--- config.mk ---
export PLATFORM = sky130hd
export DESIGN_NAME = wb_stream_issuer
export DESIGN_NICKNAME = d
export VERILOG_FILES = /design/src/rtl/pkg_tpu.sv /design/src/rtl/wb_result_fifo.sv /design/src/rtl/wb_stream_issuer.sv
export SDC_FILE = /design/constraint.sdc
export NUM_CORES = 1
export LEC_CHECK = 0
export BUFFER_PORTS_ARGS = -buffer_cell sky130_fd_sc_hd__buf_2
export CORE_MARGIN = 10
export CORE_UTILIZATION = 53
export CTS_CLUSTER_DIAMETER = 120
export DETAILED_ROUTE_END_ITERATION = 8
export HOLD_SLACK_MARGIN = 0.05
export PLACE_DENSITY = 0.72
export SETUP_SLACK_MARGIN = 0.1
export SYNTH_ARGS = -nofsm -noshare
export SYNTH_HDL_FRONTEND = slang
export SYNTH_SLANG_ARGS = --single-unit
--- constraint.sdc ---
create_clock -name clock -period 9.8 [get_ports clock]
set_input_delay 0 -clock clock [delete_from_list [all_inputs] [get_ports clock]]
set_output_delay 0 -clock clock [all_outputs]
set_load 0.1 [all_outputs]
--- src/rtl/pkg_tpu.sv ---
// Shared TPU types: destination index, data word and the write-back issuer state.
package pkg_tpu;

    localparam int unsigned INDEX_W = 5;
    localparam int unsigned DATA_W  = 32;

    typedef logic [INDEX_W-1:0] index_t;
    typedef logic [DATA_W-1:0]  data_t;

    typedef struct packed {
        logic   v;
        index_t idx;
    } dst_t;

    typedef enum logic [1:0] {
        WB_IDLE,
        WB_RUN,
        WB_DONE
    } wb_iss_state_t;

endpackage

--- src/rtl/wb_result_fifo.sv ---
// In-order result FIFO; full is taken from the registered count, so a pop never frees a slot in the same cycle.
module wb_result_fifo
    import pkg_tpu::*;
#(
    parameter int unsigned FIFO_DEPTH = 8
) (
    input  logic  clock,
    input  logic  reset,
    input  logic  push,
    input  logic  pop,
    input  data_t data_in,
    output data_t head,
    output logic  full,
    output logic  empty
);

    localparam int unsigned PTR_W = $clog2(FIFO_DEPTH);
    localparam int unsigned CNT_W = PTR_W + 1;

    data_t             mem [FIFO_DEPTH];
    logic [PTR_W-1:0]  wr_ptr;
    logic [PTR_W-1:0]  rd_ptr;
    logic [CNT_W-1:0]  count;
    logic              push_ok;
    logic              pop_ok;

    assign full    = (count == CNT_W'(FIFO_DEPTH));
    assign empty   = (count == '0);
    assign push_ok = push & ~full;
    assign pop_ok  = pop & ~empty;
    assign head    = mem[rd_ptr];

    always_ff @(posedge clock) begin
        if (reset) begin
            wr_ptr <= '0;
            rd_ptr <= '0;
            count  <= '0;
        end else begin
            if (push_ok) wr_ptr <= wr_ptr + PTR_W'(1);
            if (pop_ok)  rd_ptr <= rd_ptr + PTR_W'(1);
            count <= count + CNT_W'(push_ok) - CNT_W'(pop_ok);
        end
    end

    // Storage needs no reset; occupancy is tracked by count.
    always_ff @(posedge clock) begin
        if (push_ok) mem[wr_ptr] <= data_in;
    end

endmodule

--- src/rtl/wb_stream_issuer.sv ---
// Drains queued execution results as a write-back stream of consecutive destination indices for one slice command.
module wb_stream_issuer
    import pkg_tpu::*;
#(
    parameter int unsigned FIFO_DEPTH = 8
) (
    input  logic   clock,
    input  logic   reset,
    input  logic   I_Stall,
    input  logic   I_Full,
    input  logic   I_Cmd_Valid,
    output logic   O_Cmd_Ready,
    input  dst_t   I_Cmd_Dst,
    input  index_t I_Slice_Len,
    input  logic   I_Res_Valid,
    input  data_t  I_Res_Data,
    output logic   O_Res_Ready,
    output dst_t   O_WB_Index,
    output data_t  O_WB_Data,
    output logic   O_Busy,
    output logic   O_Done
);

    wb_iss_state_t state;
    wb_iss_state_t state_next;
    index_t        base;
    index_t        len;
    index_t        cnt;
    logic          emit;
    logic          accept;
    logic          fifo_full;
    logic          fifo_empty;
    data_t         head;

    wb_result_fifo #(
        .FIFO_DEPTH (FIFO_DEPTH)
    ) u_fifo (
        .clock   (clock),
        .reset   (reset),
        .push    (I_Res_Valid),
        .pop     (emit),
        .data_in (I_Res_Data),
        .head    (head),
        .full    (fifo_full),
        .empty   (fifo_empty)
    );

    assign O_Res_Ready = ~fifo_full;

    always_comb begin
        state_next  = state;
        emit        = 1'b0;
        accept      = 1'b0;
        O_Cmd_Ready = 1'b0;
        case (state)
            WB_IDLE: begin
                O_Cmd_Ready = 1'b1;
                if (I_Cmd_Valid && I_Cmd_Dst.v) begin
                    accept     = 1'b1;
                    state_next = WB_RUN;
                end
            end
            WB_RUN: begin
                if (!fifo_empty && !I_Stall && !I_Full) begin
                    emit = 1'b1;
                    if (cnt == len) state_next = WB_DONE;
                end
            end
            WB_DONE: state_next = WB_IDLE;
            default: state_next = WB_IDLE;
        endcase
    end

    // Busy/done are registered alongside the stream so they line up with the elements they describe.
    always_ff @(posedge clock) begin
        if (reset) begin
            state      <= WB_IDLE;
            base       <= '0;
            len        <= '0;
            cnt        <= '0;
            O_WB_Index <= '0;
            O_WB_Data  <= '0;
            O_Busy     <= 1'b0;
            O_Done     <= 1'b0;
        end else begin
            state <= state_next;
            if (accept) begin
                base <= I_Cmd_Dst.idx;
                len  <= I_Slice_Len;
                cnt  <= '0;
            end
            if (emit) cnt <= cnt + INDEX_W'(1);
            O_WB_Index.v   <= emit;
            O_WB_Index.idx <= emit ? index_t'(base + cnt) : '0;
            O_WB_Data      <= emit ? head : '0;
            O_Busy         <= (state == WB_RUN);
            O_Done         <= (state == WB_DONE);
        end
    end

endmodule

## Word-level counts from Yosys, hierarchy flattened

Memories as Yosys holds them, arrays and structs flattened. A register that Yosys moved wholly into a read port is not among the register bits.
Cells that the tools add are included.

- Memories kept: 1
- Memory bits (writable): 256
- Logic and storage cells: 54
- Register bits: 35

- Reduce and logical (&&, ||, !) cells: 11
- Bitwise gates (word level): 5
- $add $sub $neg: 6
- Equality and inequality tests: 7
- Muxes and demuxes: 13

Memories:

| memory | words | width | rd ports | clocked after Yosys merged registers in | write ports | RTL line | text |
|---|---|---|---|---|---|---|---|
| u_fifo.mem | 8 | 32 | 1 | 1 | 1 | wb_result_fifo.sv:20 | `data_t mem [FIFO_DEPTH];` |

Operators by type and width:

| operator | count |
|---|---|
| $mux W5 | 2 |
| $mux W1 | 7 |
| $add A3 B1 Y3 const B | 2 |
| $mux W2 | 3 |
| $ne A2 B2 Y1 const B | 3 |
| $add A5 B1 Y5 const B | 1 |
| $add A5 B5 Y5 | 1 |
| $eq A5 B5 Y1 | 1 |
| $add A4 B1 Y4 | 1 |
| $eq A4 B4 Y1 const B | 1 |
| $logic_not A4 Y1 | 1 |
| $pmux W2 S2 | 1 |
| $sub A4 B1 Y4 | 1 |
| $logic_and A1 B1 Y1 | 3 |
| $logic_not A1 Y1 | 3 |
| $not A1 Y1 | 3 |
| $reduce_and A3 Y1 | 1 |
| $and A1 B1 Y1 | 2 |
| $eq A2 B1 Y1 const B | 1 |
| $eq A2 B2 Y1 const B | 1 |
| $logic_not A2 Y1 | 1 |
| $reduce_bool A2 Y1 | 1 |
| $reduce_or A2 Y1 | 1 |

## Logic depth before layout (Yosys ltp)

Gate-level depths: netlist of the first run.

- Depth in word-level cells: 8
- Gate-level depth with buffers: 12
- Mapped depth without buffers: 12

## Cells and area by module

From an unflattened synthesis of the first run, not the netlist that was laid out.

- Cells, all modules: 644
- Area, all modules: 12441.9 um^2

Modules (own cells, without submodules):

| module | area each (um^2) | times used | cells an instance |
|---|---|---|---|
| wb_result_fifo | 10467.5 | 1 | 451 |
| wb_stream_issuer | 1974.4 | 1 | 193 |

## Worst setup path after synthesis of the first run

Ideal clock, no wire load.

- Kind: flip-flop to flip-flop
- From: register u_fifo.count[2]
- To: memory u_fifo.mem[0][0] in the netlist's numbering, enable pin
- Period minus slack after synthesis: 4888 ps
- Required time: 9339 ps
- Cell stages (with the launch flop): 8
- Setup slack: 4912 ps
- Setup time: 461 ps
- Arrival: 4427 ps
- Path buffers: 1
- Path through: dfxtp_1 -> inv_1 -> ha_1 -> or3b_2 -> clkbuf_1 -> nand2_1 -> or2_2 -> nor3_1

- Longest elaborated chain between the ends: 5

RTL lines:

| element | RTL line | text |
|---|---|---|
| start: declaration | wb_result_fifo.sv:23 | `logic [CNT_W-1:0] count;` |
| start signal: assignment | wb_result_fifo.sv:41 | `count <= count + CNT_W'(push_ok) - CNT_W'(pop_ok);` |
| $eq A4 B4 Y1 | wb_result_fifo.sv:27 | `assign full = (count == CNT_W'(FIFO_DEPTH));` |
| $not A1 Y1 | -- |  |
| named net O_Res_Ready | wb_stream_issuer.sv:17 | `output logic O_Res_Ready,` |
| $and A1 B1 Y1 | wb_result_fifo.sv:29 | `assign push_ok = push & ~full;` |
| $mux W1 | wb_result_fifo.sv:47 | `if (push_ok) mem[wr_ptr] <= data_in;` |
| $mux W1 (not written as such) | wb_result_fifo.sv:47 |  |
| end: declaration | wb_result_fifo.sv:20 |  |

The timed path passes the listed nets, and every way through them passes these cells.

## Worst setup path after layout of the first run

- From: register u_fifo.count[2]
- To: memory u_fifo.mem[0][26] in the netlist's numbering, enable pin

- Longest elaborated chain between the ends: 5

RTL lines:

| element | RTL line |
|---|---|
| $eq A4 B4 Y1 | wb_result_fifo.sv:27 |
| $not A1 Y1 | wb_result_fifo.sv:29 |
| $and A1 B1 Y1 | wb_result_fifo.sv:29 |
| $mux W1 | wb_result_fifo.sv:47 |
| $mux W1 (not written as such) | wb_result_fifo.sv:47 |

No other way between the ends.

==> results of run 1 <==
[synth_stat cells (2+ instances only)]
cell type / instances
edfxtp_1: 256
dfxtp_1: 67
mux4_2: 64
nor2_1: 49
mux2i_1: 33
nand2_1: 31
a21oi_1: 18
buf_2: 15
ha_1: 13
inv_1: 12
nand3_1: 12
xnor2_1: 8
clkbuf_1: 6
buf_6: 5
nor3_1: 4
xor2_1: 4
a31oi_1: 3
nor2b_1: 3
o21ai_0: 3
or3_1: 3
a21o_1: 2
fa_1: 2
nand2b_1: 2
nand3b_1: 2
[registers in the layout, summed over array words and instances (netlist names)]
name,count
u_fifo.mem,256
base,5
state,2
O_Busy,1
len,5
u_fifo.count,4
O_WB_Data,32
O_WB_Index,6
u_fifo.rd_ptr,3
O_Done,1
cnt,5
u_fifo.wr_ptr,3
[metrics by stage]
step	hold WS (ns)	setup slack (ns)	utilization, %
2_1_floorplan	0.0989	4.91	-
3_3_place_gp	0.243	7.12	56.7
3_5_place_dp	0.255	7.07	56.7
4_1_cts	0.0658	7.05	64.6
5_1_grt	0.157	6.86	64.7
6_report	0.140	7.09	64.7
[worst reg2reg max path, cell delays in order (launching register included)]
cell and delay, ns:
dfxtp_1 0.31, inv_1 0.06, ha_1 0.19, or3b_2 0.24, nand2_1 0.11, or2_2 0.39
nor3_2 0.57, buf_4 0.49
[how the worst max path moves through the flow]
stage / startpoint / end / slack (ns) / cells past startpoint
after floorplan: u_fifo.count[2]$_SDFF_PP0_ / u_fifo.mem[0][0]$_DFFE_PP_ / 4.91 / 7
after global placement: u_fifo.count[2]$_SDFF_PP0_ / u_fifo.mem[0][19]$_DFFE_PP_ / 7.12 / 7
after detailed placement: u_fifo.count[2]$_SDFF_PP0_ / u_fifo.mem[0][20]$_DFFE_PP_ / 7.07 / 7
after CTS: u_fifo.count[2]$_SDFF_PP0_ / u_fifo.mem[0][26]$_DFFE_PP_ / 7.05 / 7
after global routing: u_fifo.count[2]$_SDFF_PP0_ / u_fifo.count[2]$_SDFF_PP0_ / 6.86 / 12
final: u_fifo.count[2]$_SDFF_PP0_ / u_fifo.mem[0][26]$_DFFE_PP_ / 7.09 / 7
[metal layers]
metal  part of all wire (%)  routed length [µm]  track usage (%)  up-vias
met5                      0                   0                0        -
met3                    5.4                1290             3.11       41
li1                       -                   -                -     2795
met1                     40                9560             20.7     3186
met4                    2.2                 512             4.65        0
met2                     52               12300             29.1      186
[final cells by class]
class                      instances  area (µm²)  share of cell area (%)
sequential                       323        9040                    62.1
multi-input combinational        267        2830                    19.5
timing repair buffer             163        1170                    8.03
clock buffer                      38         842                    5.79
tap                              285         357                    2.45
clock inverter                    20         264                    1.81
inverter                          13        48.8                   0.335
antenna                            1        2.50                  0.0172
[power groups by stage]
stage	registers (mW)	clock network, mW	logic [mW]
floorplan	1.61	0	0.166
detailed placement	1.60	0	0.255
finish	1.57	1.26	0.275
global placement	1.59	0	0.247
global route	1.57	1.34	0.302
CTS	1.57	1.28	0.278
[kinds of logic (layout without fill, tap and decap cells)]
logic type | Yosys count | in the layout | share of synthesized area (%)
AOI/OAI and AO/OA | 27 | 27 | 1.22
xor gates and xnor gates | 12 | 12 | 0.875
adders and majority gates | 15 | 15 | 1.69
buffers and inverters | 41 | 234 | 1.78
DFF | 323 | 323 | 75.2
muxes | 97 | 97 | 14.7
other | 0 | 1 | 0
and+or+nand+nor | 116 | 116 | 4.53
[repair_timing]
action / in CTS / in global routing
hold buffers: 68 / 0
gates resized for setup: 0 / 0
endpoints found under the hold margin: 284 / 0
==> reports/qor.yml, run 1 <==
clock_network:
  path_clk_slew_ns: 0.06
  insertion_delay_ns: 0.57
  htreeDepth: 1
  cts_tree: "done"
  post_cts_buffers: 0
  clockRootBuffer: "clkbuf_16"
  cts_buffers: 31
  cts_max_path_buffers: 3
  cts.sinks: 323
timing:
  tns_ns: 0
  min_period_ns: 2.71
  setup_violations: 0
  rsz0062_at_grt: "no"
  tightest_slew_ns: 1.24
  finalCritPeriodShare_pct: 27.6
  hold_violations: 0
  fmax_ghz: 0.369
  clock_skew_ns: 0.0195
  slew_violations: 0
  relSlewSlack_pct: 17.2
pwr:
  clock_power_share_pct: 40.6
  pwr_density_cell_mw_per_mm2: 213
  p_comb_share_pct: 8.9
  internal-power_mw: 2.43
  p_sw_mw: 0.679
  leakage_nw: 4.91
  peakVddDrop_mv: 0.151
  p_sw_share_pct: 21.8
  seqPwrFrac_pct: 50.5
  p_total_mw: 3.11
status:
  status: "finished clean"
floorplanning:
  die_h_um: 171
  initial_core_util_pct: 53.4
  die_area_mm2: 0.0291
  row_count: 55
  core_area_mm2: 0.0225
  die_w_um: 171
  ios: 91
routing:
  ant_nets: 0
  drt_iter0_drc: 405
  via_per_inst: 5.59
  firstDrtPassIters: 5
  drc: 0
  totalWireLength_mm: 23.6
  routedWlPerCell_um: 21.3
  vias: 6208
setup_path:
  cp-end-kind: "register"
  crit_fanout: 24
  slowest_stage: "nor3_2"
  required_ns: 10.01
  path_buf_inv: 2
  timing.rr.end: "u_fifo.mem[0][26]$_DFFE_PP_"
  r2r_cells: 7
  critPathArrivalTime_ns: 2.92
  timing.rr.start: "u_fifo.count[2]$_SDFF_PP0_"
  crit_type: "reg -> reg"
  cp_top_family: "simple AND/OR/NAND/NOR gates"
  cp-start-kind: "register"
  cpPeakStageDelay_ns: 0.57
  r2r_slack_ns: 7.09
  path_cells: "inv_1 -> ha_1 -> or3b_2 -> nand2_1 -> or2_2 -> nor3_2 -> buf_4"
logic_synthesis:
  synth_nets: 695
  synth-seq-cells: 323
  synth_cells: 631
  synthTopCellsByArea: "edfxtp_1 (64%), mux4_2 (12%), dfxtp_1 (11%)"
  avgSynthCellArea_um2: 19.0
  async_reset_ff_share_pct: 0
  synthFlopType: "edfxtp_1"
  yosysWarnings: 0
  synth_top_area_cell: "edfxtp_1"
  synthesis.area_mm2: 0.0120
  synth_cell_types: 38
  synth_edf_count: 256
  synth_seq_area_share_pct: 75.2
  synth_top_cell_area_share_pct: 64.0
global_routing:
  grt_usage_pct: 16.6
  grt_pass1_wl_mm: 37.7
  grt_overflow: 0
  grt_max_degree: 67
  grt_pass1_vias: 6886
  antenna_found_initial: 1
final_layout:
  nets: 863
  nFillCells: 1515
  mostFrequentLayoutCells: "edfxtp_1 (256), buf_2 (90), dlygate4sd3_1 (68)"
  fin_area_mm2: 0.0146
  drive_above_1_share_pct: 27.5
  final_common_cell: "edfxtp_1"
  area_growth_pct: 21.1
  instances_no_fill: 1110
min_path:
  min_path_type: "in -> reg"
  min_to: "state[0]$_SDFFE_PP0P_"
  min_from: "I_Cmd_Dst[5]"
  whs_path_depth: 3
place:
  placed_area_mm2: 0.0128
  gp_congestion: 0.767
  place_inst: 983
  port_buffers: 90
  hpwl_mm: 13.1
job:
  cap_violations: 0
(Power assumes the default switching activity.)
==> inputs of run 2 (changes only) <==
- clock period: 9.8 -> 2.6 ns (I/O delays scaled with it)
==> run 2 against run 1 <==
Global-route usage is 0.64 points higher. Register-to-register slack lost 6.9 ns. Combinational power increased to 4.2 times the previous value. Sequential share of layout area shrank 0.94 points. Total power grew to 3.8 times the previous value. Sequential cell count stayed put. Non-clock buffer count is 18 higher. Die area unchanged. Critical endpoint is now u_fifo.count[2]$_SDFF_PP0_. Via count is 0.14% higher.
==> reports/qor.yml, run 2 (synthesis results as in run 1) <==
clock_network:
  cts_buffers: 34  # +9.7%
  insertion_delay_ns: 0.51  # -0.06 ns
  path_clk_slew_ns: 0.06  # about the same
  clockRootBuffer: "clkbuf_16"
  cts_tree: "done"
  cts.sinks: 323  # unchanged
  htreeDepth: 2  # +1
  cts_max_path_buffers: 3  # unchanged
floorplanning:
  core_area_mm2: 0.0225  # unchanged
  initial_core_util_pct: 53.4  # unchanged
  die_area_mm2: 0.0291  # unchanged
  die_h_um: 171  # unchanged
  die_w_um: 171  # unchanged
  ios: 91  # unchanged
  row_count: 55  # unchanged
routing:
  drt_iter0_drc: 454  # +12%
  drc: 0  # unchanged
  vias: 6217  # +0.14%
  via_per_inst: 5.50  # -1.7%
  firstDrtPassIters: 5  # unchanged
  routedWlPerCell_um: 21.7  # +1.8%
  ant_nets: 0  # unchanged
  totalWireLength_mm: 24.5  # +3.7%
status:
  status: "finished clean"
place:
  hpwl_mm: 14.3  # +9.4%
  gp_congestion: 0.789  # +2.8%
  port_buffers: 90  # unchanged
  placed_area_mm2: 0.0130  # +1.9%
pwr:
  seqPwrFrac_pct: 49.7  # -0.8 points
  p_sw_share_pct: 22.3  # +0.48 points
  internal-power_mw: 9.25  # +280%
  leakage_nw: 5.05  # +2.9%
  pwr_density_cell_mw_per_mm2: 806  # +280%
  p_sw_mw: 2.66  # +290%
  clock_power_share_pct: 40.6  # about the same
  p_comb_share_pct: 9.6  # +0.7 points
  peakVddDrop_mv: 0.499  # +230%
global_routing:
  grt_pass1_vias: 6791  # -1.4%
  grt_max_degree: 33  # -51%
  grt_overflow: 0  # unchanged
  grt_usage_pct: 17.3  # +0.64 points
  grt_pass1_wl_mm: 38.7  # +2.5%
  antenna_found_initial: 1  # unchanged
timing:
  tns_ns: 0  # unchanged
  slew_violations: 0  # unchanged
  min_period_ns: 2.39  # -0.321 ns
  relSlewSlack_pct: 55.2  # +38 points
  hold_violations: 0  # unchanged
  finalCritPeriodShare_pct: 91.9  # +64 points
  tightest_slew_ns: 0.672  # -0.568 ns
  hold_slack_ns: 0.143  # +0.00290 ns
  setup_violations: 0  # unchanged
  fmax_ghz: 0.419  # +13%
  clock_skew_ns: 0.0176  # -0.00188 ns
  rsz0062_at_grt: "no"
setup_path:
  cp-end-kind: "register"
  required_ns: 2.96  # -7.05 ns
  crit_type: "reg -> reg"
  cp-start-kind: "register"
  critPathArrivalTime_ns: 2.75  # -0.17 ns
  crit_fanout: 3  # -88%
final_layout:
  largestRegisters: "u_fifo.mem x256, O_WB_Data x32, O_WB_Index x6"
  nets: 884  # +2.4%
  area_growth_pct: 23.0
  final-seq-area_mm2: 0.00904  # about the same
  largest_reg_flops: 256  # unchanged
  drive_above_1_share_pct: 30.7  # +3.1 points
  nFillCells: 1455  # -4.0%
  fin_area_mm2: 0.0148  # +1.6%
  multi_input_area_mm2: 0.00287  # +1.3%
  final_common_cell: "edfxtp_1"
  max_flop_register: "u_fifo.mem"
  mostFrequentLayoutCells: "edfxtp_1 (256), buf_2 (90), mux4_2 (64)"
min_path:
  min_path_type: "in -> reg"
job:
  cap_violations: 0  # unchanged
[run 2: changes by cell type in the layout (fill, tap and decap cells not counted), sizes merged]
cell and change:
clkbuf +2, inv +1, dlygate4sd3 -8, bufinv -1, buf +26, clkinv +1
[run 2: worst max-delay path, stage by stage (launching register included)]
cell and delay, ns:
dfxtp_2 0.32, inv_2 0.05, ha_1 0.13, or3b_4 0.40, nand2_4 0.08, inv_2 0.04
ha_1 0.28, inv_1 0.07, ha_2 0.19, inv_2 0.05, fa_2 0.38, xor2_1 0.19
nor2_1 0.07
[run 2: power groups by stage]
stage | Clock, mW | Combinational [mW] | Sequential [mW]
finish | 4.84 | 1.15 | 5.92
global route | 5.14 | 1.25 | 5.94
CTS | 4.92 | 1.09 | 5.92
detailed placement | 0 | 1.01 | 6.03
global placement | 0 | 0.965 | 6.01
floorplan | 0 | 0.682 | 6.07
[run 2: metal layers]
metal  vias up  GRT usage (%)  share of wire [%]
li1       2840              -                  -
met1      3179           22.3                 43
met2       168           29.1                 51
met3        30           3.50                5.0
met4         0           5.11                1.6
met5         -              0                  0
[run 2: repair_timing]
action,in CTS,in global routing
setup endpoints to repair,1,3
pin swaps,0,3
resized for setup,1,4
hold buffers,60,0
hold endpoints to repair,283,0
setup buffers,0,5
[run 2: layout make-up]
type / count / area share, %
Multi-Input combinational cell: 267 / 19.4
Sequential cell: 323 / 61.2
Antenna cell: 1 / 0.0169
Timing Repair Buffer: 181 / 9.03
Inverter: 13 / 0.330
Clock buffer: 40 / 5.91
Clock inverter: 21 / 1.73
Tap cell: 285 / 2.41
[run 2: final timing paths]
| path | startpoint | depth (start not counted) | slack, ns | end |
|---|---|---|---|---|
| worst max register to register | u_fifo.count[2]$_SDFF_PP0_ | 12 | 0.21 | u_fifo.count[2]$_SDFF_PP0_ |
| worst max-delay path | u_fifo.count[2]$_SDFF_PP0_ | 12 | 0.21 | u_fifo.count[2]$_SDFF_PP0_ |
| worst min-delay path | I_Cmd_Dst[5] | 3 | 0.14 | state[0]$_SDFFE_PP0P_ |
| worst min register to register | state[0]$_SDFFE_PP0P_ | 1 | 0.51 | O_Done$_SDFF_PP0_ |
[run 2: stage by stage]
step / cells / total power, mW / setup WS [ns] / util, %
detailed placement: 1004 / 7.04 / 0.0993 / 57.8
finish: 1131 / 11.9 / 0.211 / 65.7
CTS: 1125 / 11.9 / 0.110 / 65.5
floorplan: 631 / 6.75 / 0.0595 / -
global placement: 1004 / 6.97 / 0.236 / 57.8
global route: 1131 / 12.3 / 0.112 / 65.7
==> inputs of run 3 (changes only) <==
- SYNTH_HIERARCHICAL: default -> 1
==> run 3 against run 2 <==
Total power up 0.27%. Highest routed layer unchanged. Critical endpoint is now u_fifo/count[2]$_SDFF_PP0_. Utilization up 0.22 points. Combinational power down 7%. Routed wire length up 1.3%. Sequential share of layout area down 1.8 points. Critical path depth unchanged.
==> reports/qor.yml, run 3 <==
status:
  status: "finished clean"
logic_synthesis:
  synth-seq-cells: 326  # +0.93%
  synth-compound-area-share_pct: 1.33  # +0.11 points
  synthFlopType: "edfxtp_1"
  synth-xor-area-share_pct: 0.774  # -0.10 points
  synthTopCellsByArea: "edfxtp_1 (62%), dfxtp_1 (11%), mux4_1 (8.4%)"
  synth_top_area_cell: "edfxtp_1"
  synth_top_cell_area_share_pct: 61.8  # -2.2 points
  yosys.area_share.simple_pct: 5.23  # +0.70 points
  synth_commonest_cells: "edfxtp_1 (256), dfxtp_1 (70), mux4_1 (40)"
  yosysMostFrequentCell: "edfxtp_1"
  synth_cells: 644  # +2.1%
  synth-adder-area-share_pct: 1.53  # -0.16 points
  synthesis.area_mm2: 0.0124  # +3.6%
  synth_seq_area_share_pct: 73.0  # -2.1 points
  synth_edf_count: 256  # unchanged
  synth_nets: 707  # +1.7%
  avgSynthCellArea_um2: 19.3  # +1.5%
  synth_mux_area_share_pct: 16.2  # +1.5 points
  async_reset_ff_share_pct: 0  # unchanged
  yosysWarnings: 6  # +6
  synth_top_family_by_area: "multiplexers"
  synth_cell_types: 43  # +13%
final_layout:
  largestRegisters: "u_fifo/mem x256, O_WB_Data x32, O_WB_Index x6"
  drive_above_1_share_pct: 29.9  # -0.72 points
  nets: 900  # +1.8%
  mostFrequentLayoutCells: "edfxtp_1 (256), buf_2 (90), dlygate4sd3_1 (68)"
  final_common_cell: "edfxtp_1"
  multi_input_area_mm2: 0.00324  # +13%
  area_growth_pct: 23.2
  instances_no_fill: 1181  # +4.4%
  largest_reg_flops: 256  # unchanged
  final-seq-area_mm2: 0.00909  # +0.62%
  nFillCells: 1540  # +5.8%
  max_flop_register: "u_fifo/mem"
  fin_area_mm2: 0.0153  # +3.7%
  antenna_cells: 0  # -1
global_routing:
  grt_pass1_vias: 6942  # +2.2%
  grt_max_degree: 36  # +9.1%
  grt_overflow: 0  # unchanged
  antenna_found_initial: 0  # -1
  grt_usage_pct: 16.6  # -0.72 points
  grt_pass1_wl_mm: 39.5  # +2.1%
setup_path:
  crit_fanout: 4  # +1
  required_ns: 3.02  # +0.06 ns
  cp-start-kind: "register"
  critPathArrivalTime_ns: 2.82  # +0.07 ns
  crit_type: "reg -> reg"
  cp-end-kind: "register"
floorplanning:
  die_h_um: 173  # +1.6%
  die_w_um: 173  # +1.6%
  row_count: 56  # +1.8%
  die_area_mm2: 0.0300  # +3.1%
  ios: 91  # unchanged
  core_area_mm2: 0.0233  # +3.4%
  initial_core_util_pct: 53.5  # +0.10 points
timing:
  finalCritPeriodShare_pct: 92.1  # +0.28 points
  relSlewSlack_pct: 49.1  # -6.1 points
  slew_violations: 0  # unchanged
  min_period_ns: 2.40  # +0.00723 ns
  fin_ws_ns: 0.204  # -0.00723 ns
  hold_violations: 0  # unchanged
  clock_skew_ns: 0.0226  # +0.00499 ns
  tightest_slew_ns: 0.764  # +0.0922 ns
  fmax_ghz: 0.417  # -0.30%
  rsz0062_at_grt: "no"
  setup_violations: 0  # unchanged
routing:
  drt_iter0_drc: 552  # +22%
  ant_nets: 0  # unchanged
  dr_wl_met3_mm: 1.28  # +4.7%
  routedWlPerCell_um: 21.0  # -3.0%
  top_layer: "met4"
  vias: 6442  # +3.6%
  via_per_inst: 5.45  # -0.77%
  drc: 0  # unchanged
  wl_met1_mm: 10.4  # -0.75%
  totalWireLength_mm: 24.8  # +1.3%
  firstDrtPassIters: 5  # unchanged
  dr_wl_met2_mm: 12.7  # +2.2%
pwr:
  leakage_nw: 5.38  # +6.6%
  peakVddDrop_mv: 0.492  # -1.4%
  pwr_density_cell_mw_per_mm2: 779  # -3.3%
clock_network:
  cts.sinks: 326  # +0.93%
  path_clk_slew_ns: 0.06  # about the same
  cts_max_path_buffers: 3  # unchanged
  cts_tree: "done"
  clockRootBuffer: "clkbuf_16"
  htreeDepth: 1  # -1
  insertion_delay_ns: 0.56  # +0.05 ns
  cts_buffers: 31  # -8.8%
place:
  hpwl_mm: 14.2  # -0.44%
  port_buffers: 90  # unchanged
  dpl_worst_slack_ns: 0.0763  # -0.0230 ns
  placed_area_mm2: 0.0134  # +3.5%
  gp_congestion: 0.714  # -9.5%
  place_inst: 1051  # +4.7%
min_path:
  min_path_type: "in -> reg"
job:
  cap_violations: 0  # unchanged
-- run 3: cell types whose count changed after synthesis, moves of 7 or more --
| cell | previous run | this run |
|---|---|---|
| mux4_1 | 0 | 40 |
| mux4_2 | 64 | 24 |
| mux2_2 | 0 | 35 |
| and2_1 | 1 | 35 |
| nor2_1 | 49 | 18 |
| mux2i_1 | 33 | 3 |
| buf_2 | 15 | 3 |
| buf_1 | 1 | 8 |
-- run 3: timing repair --
| action | CTS | global route |
|---|---|---|
| resized for setup | 1 | 8 |
| setup endpoints to repair | 21 | 23 |
| endpoints found under the hold margin | 296 | 0 |
| setup buffers | 1 | 3 |
| hold buffers | 68 | 0 |
| pin swaps | 1 | 2 |
-- run 3: logic make-up (layout without fill, tap and decap cells) --
| kind of cell | after synthesis | count (layout) |
|---|---|---|
| compound gates | 29 | 29 |
| buf+inv | 41 | 259 |
| xor+xnor | 11 | 11 |
| mux | 102 | 102 |
| simple gates | 121 | 121 |
| flops | 326 | 326 |
| fa+ha+maj | 14 | 14 |
-- run 3: path summary, 6_finish.rpt --
path / from / to / slack, ns / cells after the start
max: u_fifo/count[2]$_SDFF_PP0_ / u_fifo/count[2]$_SDFF_PP0_ / 0.20 / 12
min: I_Cmd_Valid / state[0]$_SDFFE_PP0P_ / 0.1 / 3
max reg2reg: u_fifo/count[2]$_SDFF_PP0_ / u_fifo/count[2]$_SDFF_PP0_ / 0.20 / 12
min reg2reg: state[0]$_SDFFE_PP0P_ / O_Done$_SDFF_PP0_ / 0.48 / 1
-- run 3: per-layer routing --
metal	global-route usage [%]	up-vias
met5	0	-
met4	4.20	0
met3	2.92	39
met2	28.4	188
met1	21.5	3297
li1	-	2918
-- run 3: area by class of cell --
class	count	share of cell area [%]
well taps	319	2.60
clock inverters	20	2.03
flip-flops and latches	326	59.3
inverters	13	0.335
repair buffers	188	9.20
multi-input cells	277	21.1
clock buffers	38	5.36
-- run 3: critical path: stages, from the launching register on --
cell and delay [ns]:
dfxtp_1 0.31, inv_2 0.07, ha_1 0.16, nor3b_4 0.36, nor3_4 0.07, and2_1 0.18
nor2b_4 0.14, xnor2_2 0.14, ha_2 0.19, inv_1 0.05, fa_1 0.38, xor2_1 0.16
nor2_1 0.06
-- run 3: power breakdown --
part | leakage, nW | total [mW] | switching [mW] | internal (mW)
registers | 2.89 | 5.97 | 0.0960 | 5.87
logic | 1.94 | 1.07 | 0.604 | 0.469
clock network | 0.554 | 4.90 | 1.86 | 3.04
-- run 3: metrics by stage --
stage	total power [mW]	util, %	TNS, ns	hold slack (ns)
floorplan	6.68	-	-12.68	0.0989
global placement	6.94	57.8	0	0.240
detailed placement	7.01	57.8	0	0.248
CTS	12.0	65.7	0	0.0588
global route	12.4	65.9	0	0.142
finish	11.9	65.9	0	0.0993
